`src/rtl/hc05_pkg.sv`:
```
// hc05_pkg: state encoding, error codes and frame constants shared by the HC-05 command path.
package hc05_pkg;

  typedef enum logic [2:0] {
    IDLE     = 3'd0,
    GET_CMD  = 3'd1,
    GET_ARG  = 3'd2,
    GET_CHK  = 3'd3,
    GET_TAIL = 3'd4
  } hc05_state_t;

  localparam logic [1:0] ERR_NONE = 2'd0;
  localparam logic [1:0] ERR_CHK  = 2'd1;
  localparam logic [1:0] ERR_TAIL = 2'd2;
  localparam logic [1:0] ERR_TMO  = 2'd3;

  localparam logic [7:0] HDR_BYTE_DEF  = 8'hA5;
  localparam logic [7:0] TAIL_BYTE_DEF = 8'h5A;

  localparam logic [7:0] ACK_XOR_MASK   = 8'h80;
  localparam logic [5:0] ACK_ERR_PREFIX = 6'b111011;

endpackage

```
`src/rtl/hc05_byte_timeout.sv`:
```
// hc05_byte_timeout: inter-byte watchdog; counts while enabled, clears on i_clr,
// pulses o_tc on the cycle the count steps onto LIMIT-1 and then restarts from 0.
`default_nettype none

module hc05_byte_timeout #(
  parameter int LIMIT = 240000
) (
  input  logic clk,
  input  logic reset,
  input  logic i_clr,
  input  logic i_en,
  output logic o_tc
);

  localparam int CW = $clog2(LIMIT);
  // Decoding one count early lets the caller's registered response land on
  // the same edge at which the counter would reach LIMIT-1.
  localparam logic [CW-1:0] C_PRE_TC = CW'(LIMIT - 2);

  logic [CW-1:0] r_cnt;

  assign o_tc = i_en && !i_clr && (r_cnt == C_PRE_TC);

  always_ff @(posedge clk or negedge reset) begin
    if (!reset) begin
      r_cnt <= '0;
    end else if (!i_en || i_clr || o_tc) begin
      r_cnt <= '0;
    end else begin
      r_cnt <= r_cnt + 1'b1;
    end
  end

endmodule

`default_nettype wire

```
`src/rtl/hc05_cmd_parser.sv`:
```
// hc05_cmd_parser: assembles HDR/CMD/ARG/CHK/TAIL frames from the UART byte stream
// and reports validated commands or errors. Define HC05_CMD_PARSER_ACK_EN for ack bytes.
`default_nettype none

module hc05_cmd_parser
  import hc05_pkg::*;
#(
  parameter int         CLK_FREQ    = 24000000,
  parameter int         TIMEOUT_CYC = 240000,
  parameter logic [7:0] HDR_BYTE    = HDR_BYTE_DEF,
  parameter logic [7:0] TAIL_BYTE   = TAIL_BYTE_DEF
) (
  input  logic       clk,
  input  logic       reset,
  input  logic [7:0] rx_data,
  input  logic       rx_vld,
  output logic [7:0] cmd_code,
  output logic [7:0] cmd_arg,
  output logic       cmd_valid,
  output logic       err_pulse,
  output logic [1:0] err_code,
  output logic [7:0] frame_cnt,
  output logic [7:0] ack_data,
  output logic       ack_vld
);

  if (CLK_FREQ < 1 || TIMEOUT_CYC < 3) begin : g_bad_params
    $error("hc05_cmd_parser: CLK_FREQ must be positive and TIMEOUT_CYC at least 3");
  end

  hc05_state_t r_state;
  hc05_state_t w_state_nxt;

  logic [7:0] r_cmd_sh;
  logic [7:0] r_arg_sh;
  logic [7:0] r_cmd_code;
  logic [7:0] r_cmd_arg;
  logic       r_cmd_valid;
  logic       r_err_pulse;
  logic [1:0] r_err_code;
  logic [7:0] r_frame_cnt;

  logic       w_tmo;
  logic       w_good;
  logic       w_err;
  logic [1:0] w_err_code;
  logic       w_ld_cmd;
  logic       w_ld_arg;

  hc05_byte_timeout #(
    .LIMIT (TIMEOUT_CYC)
  ) u_timeout (
    .clk   (clk),
    .reset (reset),
    .i_clr (rx_vld),
    .i_en  (r_state != IDLE),
    .o_tc  (w_tmo)
  );

  // w_tmo is already masked by rx_vld, so a byte on the terminal cycle wins.
  always_comb begin
    w_state_nxt = r_state;
    w_good      = 1'b0;
    w_err       = 1'b0;
    w_err_code  = ERR_NONE;
    w_ld_cmd    = 1'b0;
    w_ld_arg    = 1'b0;
    if (w_tmo) begin
      w_state_nxt = IDLE;
      w_err       = 1'b1;
      w_err_code  = ERR_TMO;
    end else if (rx_vld) begin
      case (r_state)
        IDLE: begin
          if (rx_data == HDR_BYTE) w_state_nxt = GET_CMD;
        end
        GET_CMD: begin
          w_ld_cmd    = 1'b1;
          w_state_nxt = GET_ARG;
        end
        GET_ARG: begin
          w_ld_arg    = 1'b1;
          w_state_nxt = GET_CHK;
        end
        GET_CHK: begin
          if (rx_data == (r_cmd_sh ^ r_arg_sh)) begin
            w_state_nxt = GET_TAIL;
          end else begin
            w_state_nxt = IDLE;
            w_err       = 1'b1;
            w_err_code  = ERR_CHK;
          end
        end
        GET_TAIL: begin
          w_state_nxt = IDLE;
          if (rx_data == TAIL_BYTE) begin
            w_good = 1'b1;
          end else begin
            w_err      = 1'b1;
            w_err_code = ERR_TAIL;
          end
        end
        default: w_state_nxt = IDLE;
      endcase
    end
  end

  always_ff @(posedge clk or negedge reset) begin
    if (!reset) begin
      r_state <= IDLE;
    end else begin
      r_state <= w_state_nxt;
    end
  end

  always_ff @(posedge clk or negedge reset) begin
    if (!reset) begin
      r_cmd_sh <= '0;
      r_arg_sh <= '0;
    end else begin
      if (w_ld_cmd) r_cmd_sh <= rx_data;
      if (w_ld_arg) r_arg_sh <= rx_data;
    end
  end

  always_ff @(posedge clk or negedge reset) begin
    if (!reset) begin
      r_cmd_code  <= '0;
      r_cmd_arg   <= '0;
      r_cmd_valid <= 1'b0;
      r_err_pulse <= 1'b0;
      r_err_code  <= ERR_NONE;
      r_frame_cnt <= '0;
    end else begin
      r_cmd_valid <= w_good;
      r_err_pulse <= w_err;
      if (w_err) r_err_code <= w_err_code;
      if (w_good) begin
        r_cmd_code  <= r_cmd_sh;
        r_cmd_arg   <= r_arg_sh;
        r_frame_cnt <= r_frame_cnt + 8'd1;
      end
    end
  end

  assign cmd_code  = r_cmd_code;
  assign cmd_arg   = r_cmd_arg;
  assign cmd_valid = r_cmd_valid;
  assign err_pulse = r_err_pulse;
  assign err_code  = r_err_code;
  assign frame_cnt = r_frame_cnt;

`ifdef HC05_CMD_PARSER_ACK_EN
  logic [7:0] r_ack_data;
  logic       r_ack_vld;

  always_ff @(posedge clk or negedge reset) begin
    if (!reset) begin
      r_ack_data <= '0;
      r_ack_vld  <= 1'b0;
    end else begin
      r_ack_vld <= w_good || w_err;
      if (w_good) begin
        r_ack_data <= r_cmd_sh ^ ACK_XOR_MASK;
      end else if (w_err) begin
        r_ack_data <= {ACK_ERR_PREFIX, w_err_code};
      end
    end
  end

  assign ack_data = r_ack_data;
  assign ack_vld  = r_ack_vld;
`else
  assign ack_data = 8'd0;
  assign ack_vld  = 1'b0;
`endif

endmodule

`default_nettype wire

```
`config.mk`:
```
export PLATFORM = sky130hd
export DESIGN_NAME = hc05_cmd_parser
export DESIGN_NICKNAME = d
export VERILOG_FILES = /design/src/rtl/hc05_pkg.sv /design/src/rtl/hc05_byte_timeout.sv /design/src/rtl/hc05_cmd_parser.sv
export SDC_FILE = /design/constraint.sdc
export NUM_CORES = 1
export LEC_CHECK = 0
export BUFFER_PORTS_ARGS = -buffer_cell sky130_fd_sc_hd__buf_2
export CAP_MARGIN = 0
export CORE_MARGIN = 4
export CORE_UTILIZATION = 38
export DETAILED_ROUTE_END_ITERATION = 7
export GPL_TIMING_DRIVEN = 1
export PLACE_DENSITY = 0.56
export SYNTH_ARGS = -nofsm -noshare
export SYNTH_HDL_FRONTEND = slang
export SYNTH_HIERARCHICAL = 1
export SYNTH_SLANG_ARGS = --single-unit
```
`constraint.sdc`:
```
create_clock -name clk -period 4 [get_ports clk]
set_clock_uncertainty 0.15 [all_clocks]
set_input_delay 0.6 -clock clk [delete_from_list [all_inputs] [get_ports clk]]
set_output_delay 0.6 -clock clk [all_outputs]
set_load 0.02 [all_outputs]
```
==> results of run 1 <==
## worst reg2reg max path: stages, from the launching register on
cell	delay, ps
dfrtp_1	430
inv_1	70
ha_1	140
nand4b_1	90
nor4_1	320
nand3_1	120
nor2_1	440
inv_1	200
and4b_1	640
mux2_4	450
## through the flow
| step | total power, uW | hold slack (ps) | worst slack [ps] | std cells | area, um2 |
|---|---|---|---|---|---|
| finish | 1870 | 159 | 818 | 400 | 3570 |
| global route | 2000 | 208 | 499 | 400 | 3570 |
| CTS | 1900 | 186 | 815 | 400 | 3570 |
| detailed placement | 1320 | 314 | 833 | 384 | 3370 |
| global placement | 1320 | 311 | 895 | 384 | 3370 |
| floorplan | 1240 | 154 | 1530 | 259 | 3180 |
## state kept, by name (all words and copies together) (netlist names)
register / cells
r_arg_sh: 8
r_cmd_sh: 8
frame_cnt: 8
u_timeout/r_cnt: 18
cmd_code: 8
r_state: 3
cmd_arg: 8
err_code: 2
err_pulse: 1
cmd_valid: 1
## logic make-up (layout without fill, tap and decap cells)
| logic type | count (synthesis) | after routing | synth area share [%] |
|---|---|---|---|
| AND/OR/NAND/NOR | 83 | 83 | 15.6 |
| flip-flops | 65 | 65 | 51.6 |
| multiplexers | 33 | 33 | 12.2 |
| XOR/XNOR | 32 | 32 | 11.5 |
| buffers and inverters | 22 | 61 | 5.04 |
| AO/OA/AOI/OAI | 12 | 12 | 2.70 |
| adder cells (fa/ha/maj) | 3 | 3 | 1.19 |
| other | 1 | 9 | 0.119 |
## cell type report
cell class / instances / area, um2 / area share [%]
Clock buffer: 9 / 124 / 3.47
Clock inverter: 7 / 77.6 / 2.17
Inverter: 6 / 22.5 / 0.631
Multi-Input combinational cell: 172 / 1400 / 39.1
Sequential cell: 65 / 1630 / 45.6
Tap cell: 102 / 128 / 3.57
Timing Repair Buffer: 39 / 198 / 5.54
## cell usage in the layout (no fill, tap or decap), drive strengths merged
| master | count |
|---|---|
| nor4 | 6 |
| a21oi | 4 |
| o211ai | 1 |
| buf | 39 |
| clkbuf | 9 |
| and3 | 2 |
| clkinv | 2 |
| a31o | 1 |
| o211a | 1 |
| nand4 | 10 |
| nand2b | 2 |
| nand3 | 7 |
| mux2 | 33 |
| nor4bb | 2 |
| a32o | 1 |
| and4b | 1 |
| bufinv | 1 |
| nor3 | 5 |
| nor2 | 24 |
| or4 | 1 |
| o21ai | 2 |
| and4bb | 3 |
| clkinvlp | 1 |
| nor4b | 1 |
| or3 | 3 |
| nand4b | 1 |
| and3b | 1 |
| xnor2 | 22 |
| xor2 | 4 |
| o221ai | 1 |
| dfrtp | 65 |
| o32a | 1 |
| conb | 9 |
| xnor3 | 6 |
| inv | 9 |
| ha | 3 |
| nand4bb | 1 |
| nand2 | 13 |
## worst paths after layout
| path | startpoint | to | slack, ps | cells past startpoint |
|---|---|---|---|---|
| setup / recovery | u_timeout/r_cnt[0] | cmd_code[7] | 820 | 9 |
| setup reg to reg | u_timeout/r_cnt[0] | cmd_code[7] | 820 | 9 |
| hold reg to reg | frame_cnt[7] | frame_cnt[7] | 310 | 1 |
| hold / removal | reset | frame_cnt[7] | 160 | 1 |
| min in group clk | frame_cnt[7] | frame_cnt[7] | 310 | 1 |
| max in group asynchronous | reset | u_timeout/r_cnt[12] | 2640 | 2 |
## power breakdown
group | leakage (uW) | switching, uW | internal (uW)
sequential | 0.000863 | 103 | 761
clock | 0.000101 | 275 | 294
combinational | 0.000712 | 160 | 275
total | 0.00168 | 537 | 1330
## metal layers
layer | routed length [um] | up-vias | global-route usage [%]
li1 | - | 949 | -
met3 | 329 | 10 | 4.25
met1 | 2930 | 927 | 18.4
met4 | 131 | 0 | 6.62
met5 | 0 | - | 0
met2 | 2340 | 48 | 17.0
==> flow_summary.yaml, run 1 <==
die:
  die_h_um: 99.1
  initial_core_util_pct: 39.9
  die_w_um: 99.1
  die-area_um2: 9810
  core-area_um2: 7890
  rows: 32
  io_pins: 48
power:
  p_leak_uw: 0.00168
  irDropWorstVdd_mv: 0.201
  power_density_nw_per_um2: 523
sta:
  rsz0062_at_grt: "false"
  drv_slew: 0
  finalHoldViolCount: 0
  max_freq_mhz: 314
  worst_pin_slew_ps: 1140
  period_share_pct: 79.5
  layout_min_cycle_time_ps: 3180
  slew_headroom_pct: 23.7
  tns_ps: 0
  finalSetupViolCount: 0
yosys:
  post-synth-top-area-cell: "dfrtp_1"
  synthFlopType: "dfrtp_1"
  yosys_warnings: 6
  synthTopCellsByArea: "dfrtp_1 (52%), mux2_2 (11%), xnor2_1 (6.1%), xnor3_1 (4.3%), nor2_1 (2.9%)"
  avgSynthCellArea_um2: 12.6
  post-synth-top-count-cell: "dfrtp_1"
  synth_cell_types: 41
  netlist_area_um2: 3150
  synth_top_area_share_pct: 51.6
  async_flop_share_pct: 100
  synth_seq_cells: 65
  postSynthCellCount: 251
  synth-edff-count: 0
  synth_common_cells: "dfrtp_1 (65), mux2_2 (30), nor2_1 (24)"
  synth_seq_area_share_pct: 51.6
grt:
  grt_pass1_vias: 1986
  grt.total_usage_pct: 12.8
  grt_max_degree: 35
  grt_pass1_wl_um: 9870
  gr-total-overflow: 0
  antenna_found_initial: 0
clocking:
  cts_setup_buffers: 0
  cts_hold_buffers: 0
  clkSlewWorstSetupHoldPaths_ps: 80
  cts_tree: "yes"
  ctsResizeCount: 0
  clock_path_buffers: 2
  clk_latency_ps: 350
  cts-buffers-inserted: 9
  cts.sinks: 65
  root_buffer: "clkbuf_8"
  cts_max_level: 3
critical_path:
  cp-end-kind: "register"
  worst_path_dominant_cell_family: "simple AND/OR/NAND/NOR gates"
  path_max_fanout: 25
  crit_arrival_ps: 3260
  crit_top_cell: "inv_1"
  worstPathRequired_ps: 4080
  critPathLaunchType: "register"
  cp_cell_sequence: "inv_1 -> ha_1 -> nand4b_1 -> nor4_1 -> nand3_1 -> nor2_1 -> inv_1 -> and4b_1 -> mux2_4"
  cp.buffers_inverters: 2
  cp_slowest_cell: "and4b_1"
  crit_type: "reg2reg"
  slowest_delay_ps: 640
layout:
  syn_to_final_growth_pct: 13.3
  fin_util_pct: 45.3
  antenna_cells: 0
  fillers: 762
  nets: 307
  layout-drive-gt1-share_pct: 32.2
route:
  wl_per_cell_um: 14.3
  drtAntennaViolNets: 0
  drt-pass1-iter-count: 4
  vias: 1934
  drc_errors: 0
  viasPerCell: 4.84
  wirelength_um: 5730
  first_iter_violations: 52
place:
  gp_congestion: 0.851
  dpl.hpwl_um: 3990
  port_buffers: 38
worst_hold_path:
  hold_path.class: "in2async"
outcome:
  status: "finished, final reports clean"
flow_run:
  drv_cap: 0
Power figures use the tool's default switching activity.
==> inputs of run 2 (changes only) <==
Clock period 4 ns to 3 ns, I/O delays scaled along.
==> run 2 against run 1 <==
- flip-flop and latch count unchanged
- non-clock buffer count is 4 higher
- register-to-register slack got worse by 380 ps
- fmax increased by 24%
- final cell count grew 1.0%
- hold slack got worse by 110 ps
- core utilization increased by 0.13 points
- total power increased by 29%
- largest power group unchanged
==> flow_summary.yaml, run 2 (synthesis results as in run 1) <==
layout:
  regMostFlops: "u_timeout/r_cnt"
  antenna_cells: 0
  stdcell_area_um2: 3580
  syn_to_final_growth_pct: 13.7
  final_cell_mix: "dfrtp_1 (65), buf_2 (38), mux2_2 (30)"
  largest_reg_flops: 18
  nets: 311
  layout_commonest_cell: "dfrtp_1"
  layout-drive-gt1-share_pct: 33.1
clocking:
  cts_tree: "yes"
  clk_latency_ps: 340
  cts_setup_buffers: 0
  cts-buffers-inserted: 9
  root_buffer: "clkbuf_8"
  cts_max_level: 3
  cts.sinks: 65
  clock_path_buffers: 2
  ctsResizeCount: 0
  clkSlewWorstSetupHoldPaths_ps: 70
  cts_hold_buffers: 0
critical_path:
  worstPathRequired_ps: 3070
  path_max_fanout: 25
  worst-r2r-cell-count: 11
  cp_slowest_cell: "dfrtp_1"
  crit_type: "reg2reg"
  rr_startpoint: "u_timeout/r_cnt[0]"
  cp_cell_sequence: "inv_1 -> ha_1 -> nand4b_1 -> nor4_1 -> nand3_1 -> nor2_1 -> buf_4 -> inv_1 -> and4b_1 -> buf_4 -> mux2_4"
  reg2reg_slack_ps: 440
  crit_arrival_ps: 2630
  slowest_delay_ps: 430
  reg2reg_to: "cmd_code[7]"
  cp-end-kind: "register"
  critPathLaunchType: "register"
sta:
  rsz0062_at_grt: "false"
  finalSetupViolCount: 0
  period_share_pct: 85.4
  fin_hold_ws_ps: 46.6
  finalHoldViolCount: 0
  drv_slew: 0
  tns_ps: 0
  slew_headroom_pct: 47.4
  layout_min_cycle_time_ps: 2560
  max_freq_mhz: 390
  worst_pin_slew_ps: 789
grt:
  grt_pass1_wl_um: 9810
  grt.total_usage_pct: 12.6
  gr-total-overflow: 0
  grt_pass1_vias: 2003
  grt_max_degree: 37
  antenna_found_initial: 0
route:
  viasPerCell: 4.93
  first_iter_violations: 60
  drc_errors: 0
  vias: 1993
  drtAntennaViolNets: 0
  wl_per_cell_um: 14.4
  drt-pass1-iter-count: 4
  wirelength_um: 5800
die:
  core-area_um2: 7890
  die_w_um: 99.1
  io_pins: 48
  die_h_um: 99.1
  rows: 32
  initial_core_util_pct: 39.9
  die-area_um2: 9810
power:
  power_density_nw_per_um2: 674
  p_leak_uw: 0.00168
  irDropWorstVdd_mv: 0.294
place:
  gp_congestion: 0.778
  placed_area_um2: 3400
  port_buffers: 38
  dpl.hpwl_um: 4160
flow_run:
  drv_cap: 0
worst_hold_path:
  hold_path.class: "in2async"
outcome:
  status: "finished, final reports clean"
[run 2: cell count changes in the layout (fill, tap and decap cells not counted)]
cell	delta
buf_4	+4
clkinvlp_4	+3
inv_6	-3
bufinv_16	-1
clkbuf_8	+1
[run 2: how the worst max path moves through the flow]
| stage | start | endpoint | cells after the start |
|---|---|---|---|
| after global routing | u_timeout/r_cnt[0] | cmd_code[7] | 11 |
| after CTS | u_timeout/r_cnt[0] | cmd_code[7] | 11 |
| after detailed placement | u_timeout/r_cnt[0] | cmd_arg[4] | 11 |
| after global placement | u_timeout/r_cnt[0] | cmd_arg[7] | 11 |
| after floorplan | u_timeout/r_cnt[0] | cmd_arg[4] | 12 |
| final | u_timeout/r_cnt[0] | cmd_code[7] | 11 |
[run 2: through the flow]
step / util [%] / instances / power (uW) / worst slack, ps
after floorplan: - / 259 / 1650 / 529
after CTS: 45.4 / 404 / 2450 / 419
after global routing: 45.4 / 404 / 2550 / 141
final: 45.4 / 404 / 2410 / 439
after detailed placement: 43.1 / 388 / 1770 / 424
after global placement: 43.1 / 388 / 1770 / 464
[run 2: worst max-delay path: cells and delay by family (launching register included)]
kind	cells	cell delay, ps
and+or+nand+nor	5	840
DFF	1	430
buffers and inverters	4	560
muxes	1	320
adders and majority gates	1	150
[run 2: cell type report]
type,instances,area [um2]
fill,760,4310
timing repair buffer,43,228
inverter,6,22.5
clock buffer,10,138
clock inverter,6,43.8
tap,102,128
multi-input combinational,172,1400
sequential,65,1630
[run 2: where the power goes]
group | leakage, uW | switching [uW] | internal [uW]
clock network | 0.0000805 | 346 | 322
logic | 0.000733 | 212 | 374
registers | 0.000863 | 146 | 1020
total | 0.00168 | 704 | 1710
[run 2: metal layers]
layer,share of wire (%),GRT usage (%),up-vias
li1,-,-,964
met1,51,18.4,978
met2,43,17.4,43
met3,4.6,2.83,8
met4,1.6,6.62,0
met5,0,0,-
